### config.mk
export PLATFORM = sky130hd
export DESIGN_NAME = pulse_line_rx_flat
export DESIGN_NICKNAME = d
export VERILOG_FILES = /design/src/rtl/pulse_line_rx_if.sv /design/src/rtl/pulse_line_rx.sv /design/src/flat_wrapper.sv
export SDC_FILE = /design/constraint.sdc
export NUM_CORES = 1
export LEC_CHECK = 0
export BUFFER_PORTS_ARGS = -buffer_cell sky130_fd_sc_hd__buf_2
export CORE_UTILIZATION = 58
export CTS_CLUSTER_SIZE = 40
export DETAILED_ROUTE_END_ITERATION = 8
export PLACE_DENSITY = 0.93
export SYNTH_ARGS = -nofsm -noshare
export SYNTH_HDL_FRONTEND = slang
export SYNTH_SLANG_ARGS = --single-unit
### constraint.sdc
create_clock -name clk -period 3.8 [get_ports clk]
set_clock_uncertainty 0.1 [all_clocks]
set_input_delay 0.19 -clock clk [delete_from_list [all_inputs] [get_ports clk]]
set_output_delay 0.19 -clock clk [all_outputs]
set_load 0.01 [all_outputs]
### src/rtl/pulse_line_rx_if.sv
// Signal bundle for pulse_line_rx: field line and clear in, deglitched state, edge pulses and event count out.
interface pulse_line_rx_if #(
   parameter int CNT_W = 16
);
   logic             a_n;
   logic             clr;
   logic             level;
   logic             rise;
   logic             fall;
   logic [CNT_W-1:0] count;
   logic             ovf;

   modport master (output a_n, clr, input level, rise, fall, count, ovf);
   modport slave  (input a_n, clr, output level, rise, fall, count, ovf);
endinterface

### src/rtl/pulse_line_rx.sv
// Synchronizes and deglitches an active-low field line, emits edge pulses and a saturating event count.
// Optional macro PULSE_LINE_RX_BOTH_EDGES_EN: count falling edges as well as rising edges.
module pulse_line_rx #(
   parameter int FILT_LEN = 4,
   parameter int CNT_W    = 16
) (
   input logic            clk,
   input logic            rst,
   pulse_line_rx_if.slave bus
);
   localparam int               RUN_W    = $clog2(FILT_LEN + 1);
   localparam logic [RUN_W-1:0] RUN_ONE  = RUN_W'(1);
   localparam logic [RUN_W-1:0] RUN_LAST = RUN_W'(FILT_LEN - 1);
   localparam bit               DIRECT   = (FILT_LEN == 1);

   typedef enum logic [1:0] {
      ST_LOW,
      ST_CHK_HIGH,
      ST_HIGH,
      ST_CHK_LOW
   } state_t;

   state_t           state_q, state_d;
   logic [RUN_W-1:0] run_q, run_d;
   logic [1:0]       sync_q;
   logic             s;
   logic             level_q, level_d;
   logic             rise_q, rise_d;
   logic             fall_q, fall_d;
   logic [CNT_W-1:0] count_q, count_d;
   logic             ovf_q, ovf_d;
   logic             inc;

   function automatic logic [CNT_W-1:0] sat_inc(input logic [CNT_W-1:0] v);
      return (&v) ? v : v + CNT_W'(1);
   endfunction

   // Synchronizer resets to the idle (high) line level so no edge is seen after reset.
   always_ff @(posedge clk or posedge rst) begin
      if (rst) sync_q <= 2'b11;
      else     sync_q <= {sync_q[0], bus.a_n};
   end

   assign s = ~sync_q[1];

   always_comb begin
      state_d = state_q;
      run_d   = run_q;
      case (state_q)
         ST_LOW: begin
            if (s) begin
               if (DIRECT) begin
                  state_d = ST_HIGH;
                  run_d   = '0;
               end else begin
                  state_d = ST_CHK_HIGH;
                  run_d   = RUN_ONE;
               end
            end
         end
         ST_CHK_HIGH: begin
            if (!s) begin
               state_d = ST_LOW;
               run_d   = '0;
            end else if (run_q == RUN_LAST) begin
               state_d = ST_HIGH;
               run_d   = '0;
            end else begin
               run_d = run_q + RUN_ONE;
            end
         end
         ST_HIGH: begin
            if (!s) begin
               if (DIRECT) begin
                  state_d = ST_LOW;
                  run_d   = '0;
               end else begin
                  state_d = ST_CHK_LOW;
                  run_d   = RUN_ONE;
               end
            end
         end
         ST_CHK_LOW: begin
            if (s) begin
               state_d = ST_HIGH;
               run_d   = '0;
            end else if (run_q == RUN_LAST) begin
               state_d = ST_LOW;
               run_d   = '0;
            end else begin
               run_d = run_q + RUN_ONE;
            end
         end
         default: begin
            state_d = ST_LOW;
            run_d   = '0;
         end
      endcase
   end

   assign level_d = (state_q == ST_HIGH) || (state_q == ST_CHK_LOW);
   assign rise_d  = level_d & ~level_q;
   assign fall_d  = ~level_d & level_q;

`ifdef PULSE_LINE_RX_BOTH_EDGES_EN
   assign inc = rise_q | fall_q;
`else
   assign inc = rise_q;
`endif

   // Clear wins over saturation; a coincident event still counts as the first one.
   always_comb begin
      count_d = count_q;
      ovf_d   = ovf_q;
      if (bus.clr) begin
         count_d = inc ? CNT_W'(1) : '0;
         ovf_d   = 1'b0;
      end else if (inc) begin
         count_d = sat_inc(count_q);
         if (&count_q) ovf_d = 1'b1;
      end
   end

   always_ff @(posedge clk or posedge rst) begin
      if (rst) begin
         state_q <= ST_LOW;
         run_q   <= '0;
         level_q <= 1'b0;
         rise_q  <= 1'b0;
         fall_q  <= 1'b0;
         count_q <= '0;
         ovf_q   <= 1'b0;
      end else begin
         state_q <= state_d;
         run_q   <= run_d;
         level_q <= level_d;
         rise_q  <= rise_d;
         fall_q  <= fall_d;
         count_q <= count_d;
         ovf_q   <= ovf_d;
      end
   end

   assign bus.level = level_q;
   assign bus.rise  = rise_q;
   assign bus.fall  = fall_q;
   assign bus.count = count_q;
   assign bus.ovf   = ovf_q;
endmodule
### src/flat_wrapper.sv
// flat-port wrapper written by rule: the top's interface ports become plain ports
module pulse_line_rx_flat 
#(
   parameter int FILT_LEN = 4,
   parameter int CNT_W    = 16
)
  (clk, rst, bus_a_n, bus_clr, bus_level, bus_rise, bus_fall, bus_count, bus_ovf);
  pulse_line_rx_if #(.CNT_W(CNT_W)) bus_i ();
  input logic clk;
  input logic rst;
  input wire logic [$bits(bus_i.a_n)-1:0] bus_a_n;
  input wire logic [$bits(bus_i.clr)-1:0] bus_clr;
  output wire logic [$bits(bus_i.level)-1:0] bus_level;
  output wire logic [$bits(bus_i.rise)-1:0] bus_rise;
  output wire logic [$bits(bus_i.fall)-1:0] bus_fall;
  output wire logic [$bits(bus_i.count)-1:0] bus_count;
  output wire logic [$bits(bus_i.ovf)-1:0] bus_ovf;
  assign bus_i.a_n = bus_a_n;
  assign bus_i.clr = bus_clr;
  assign bus_level = bus_i.level;
  assign bus_rise = bus_i.rise;
  assign bus_fall = bus_i.fall;
  assign bus_count = bus_i.count;
  assign bus_ovf = bus_i.ovf;
  pulse_line_rx #(.FILT_LEN(FILT_LEN), .CNT_W(CNT_W)) u_core (.clk(clk), .rst(rst), .bus(bus_i));
endmodule
==> metrics.md <==
| Metric | Value |
|---|---|
| Post-synth EDFFs | `0` |
| Synth cell types | `42` |
| Drc violations | `0` |
| DIE AREA | `2543 sq um` |
| Postcts setup bufs | `0` |
| Share of cells above drive strength 1 | `24.84%` |
| Crit-path max FO | `12` |
| First-pass GRT wire length | `4.629 mm` |
| Fmax | `0.4456 GHz` |
| Tcrit/Tclk final | `59.06%` |
| Area Growth Syn to Fin | `12.14%` |
| Crit path from | `u_core.bus.count[13]` |
| Core ar. | `2212 sq um` |
| Worst Path Required | `3.91 ns` |
| Diode count | `0` |
| Crit path cell chain | `nand4_1 > nor4_2 > or3_1 > a21oi_1` |
| Worst hold path class | `in2async` |
| Setup CP Type | `reg2reg` |
| Pin count of the biggest net entering global routing | `28` |
| WL final | `2.654 mm` |
| Resized Gates After CTS | `0` |
| Post-synth top cells | `25 x dfrtp_1, 9 x a21oi_1, 9 x nand2_1, 9 x nor2_1, 6 x o21ai_0` |
| Minimum clock period | `2.244 ns` |
| Post-synth ARST share | `100.0%` |
| Area occupied by multi-input gates | `644.4 sq um` |
| Sum Neg Setup Slack | `0 ns` |
| Final setup vio count | `0` |
| Design area | `1525 sq um` |
| GP Congestion | `0.8216` |
| Slowest-stage cell, CP | `nor4_2` |
| Vias post-DR | `1,081` |
| Mapped Avg Cell Area | `10.54 sq um` |
| Post-synthesis cell count | `129` |
| Count leader, synth | `dfrtp_1` |
| Clk pin slew, worst setup/hold paths | `0.15 ns` |
| Final core utilization | `68.95%` |
| Clock tree from TritonCTS | `done` |
| Slew headroom | `26.79%` |
| Detailed Route Iter0 Violations | `22` |
| Status | `finished, violations left` |
| Clock sink count | `27` |
| Ys Warns | `0` |
| Initial core utilization | `61.48%` |
| Num CTS Buffers | `3` |
| Detail Placement HPWL | `1.936 mm` |
| # IOs | `24` |
| Mapped Area | `1360 sq um` |
| Worst-Margin Slew | `1.089 ns` |
| Avg WL per Cell | `14.66 microns` |
| Sequential element share of the synthesized area | `49.86%` |
| Pleak | `0.7127 nW` |
| Gr ovfl total | `0` |
| Port-buffer cells | `23` |
| Die Width | `50.43 microns` |
| Clk_lat worst skew | `0.32 ns` |
| Layout fillers | `184` |
| Design Power | `640.9 uW` |
| Top cells by area, synth | `dfrtp_1 46%, dfstp_2 3.9%, a21oi_1 3.3%` |
| Detail Route Antenna Nets | `0` |
| Hold Fails Final Rpt | `25` |
| Proportion of netlist area held by the largest area contributor | `46.00%` |
| Failing checks | `hold timing` |
| Register area | `678.2 sq um` |
| Max Slew Vio Count | `0` |
| Max_cap viols | `0` |
| CP Capture Type | `register` |
| Area leader, netlist | `dfrtp_1` |
| Syn_nets | `135` |
| Vias/cell | `5.972` |
| Hold WS | `-0.02785 ns` |
| Length of the first detailed-routing pass in iterations | `4` |
| Post-synth top flop | `dfrtp_1` |
| Maximum vdd ir drop | `340.3 uV` |
| Tot GR Track Use | `24.38%` |
| Crit Reg-Reg Startpoint | `u_core.bus.count[13]` |
| Clock tree buffer depth | `2` |
| Crit path largest cell delay | `1.01 ns` |
| Site Rows | `17` |
| Pwr/cell area | `420.2 nW/um^2` |
| Worst EP arrival | `2.35 ns` |
| H-tree depth | `1` |
| Layout Nets | `160` |
| Clock Tree Root | `clkbuf_4` |
| Synth Register Bits | `27` |
| Worst setup SP type | `register` |
| Vias in the first global route | `1,117` |
| Initial antenna violation count | `0` |
| Die Height | `50.43 microns` |
| RSZ-0062 raised after global routing | `no` |
| Placed Instance Area | `1488 sq um` |
==> path summary, 6_finish.rpt <==
path,slack [ns],cells after the start,end
max in group asynchronous,3.03,2,u_core.bus.level
setup / recovery,1.56,4,u_core.bus.count[9]
hold reg to reg,0.27,0,u_core.sync_q[1]
hold / removal,-0.03,2,u_core.bus.ovf
min in group clk,0.16,2,u_core.bus.count[11]
setup reg to reg,1.56,4,u_core.bus.count[9]
==> per-stage QoR <==
stage	worst slack, ns	std cells
floorplan	2.120	129
global placement	1.712	176
detailed placement	1.587	176
CTS	1.534	181
global route	1.401	181
finish	1.556	181
==> final cells by class <==
cell class                      instances  area share, %
Timing Repair Buffer                   24          8.203
Multi-Input combinational cell         94          42.25
Inverter                                4         0.9844
Clock inverter                          1         0.3281
Sequential cell                        27          44.46
Tap cell                               28          2.297
Clock buffer                            3          1.477
==> critical path, delay by kind of cell, from the launching register on <==
family          cells  cell delay (ns)
compound gates      1             0.07
flops               1             0.47
simple gates        3             1.50
==> cells in the final DEF, fill, tap and decap left out, types with 2 or more instances in the layout <==
master	instances
dfstp_2	2
nor2b_1	3
nand4_1	2
nor4_2	2
clkbuf_4	3
and3_1	3
nor3_1	2
dfrtp_1	25
o21ai_0	6
and2_1	3
o221a_1	2
o31ai_1	3
or3_1	5
ha_1	2
nor3_2	2
o21ai_1	3
buf_2	23
nand2b_1	5
nor2_1	9
nand2_1	9
inv_1	4
nand3_1	4
a41oi_1	2
mux2i_1	2
a21oi_1	9
==> metal layers <==
metal | up-vias | GRT usage, % | share of wire, %
li1 | 520 | - | -
met4 | 0 | 16.20 | 1.5
met3 | 4 | 4.848 | 2.5
met2 | 23 | 43.78 | 53
met5 | - | 0 | 0
met1 | 534 | 25.40 | 43
==> repair_timing <==
action,4_1_cts,5_1_grt
endpoints found under the setup margin,0,0
hold endpoints to repair,1,0
hold buffers,1,0
==> state kept, by name (all words and copies together), names as in the netlist, named ones only <==
| name | flops |
|---|---|
| u_core.bus.fall | 1 |
| u_core.bus.level | 1 |
| u_core.bus.ovf | 1 |
| u_core.state_q | 1 |
| u_core.bus.count | 16 |
| u_core.sync_q | 2 |
| u_core.run_q | 3 |
| u_core.bus.rise | 1 |
==> cell families (layout without fill, tap and decap cells) <==
kind of cell    count (synthesis)  after routing  share of synthesized area (%)
mux                             2              2                          1.472
fa+ha+maj                       2              2                          1.840
xor+xnor                        1              1                         0.6441
simple gates                   60             60                          29.26
flops                          27             27                          49.86
compound gates                 29             29                          14.17
buf+inv                         8             32                          2.759
==> power breakdown <==
group	switching [mW]	total [mW]	internal [mW]
clock network	0.0846	0.124	0.0394
registers	0.0425	0.373	0.330
logic	0.0714	0.144	0.0729
No activity file was read; power rests on OpenSTA's default activity.
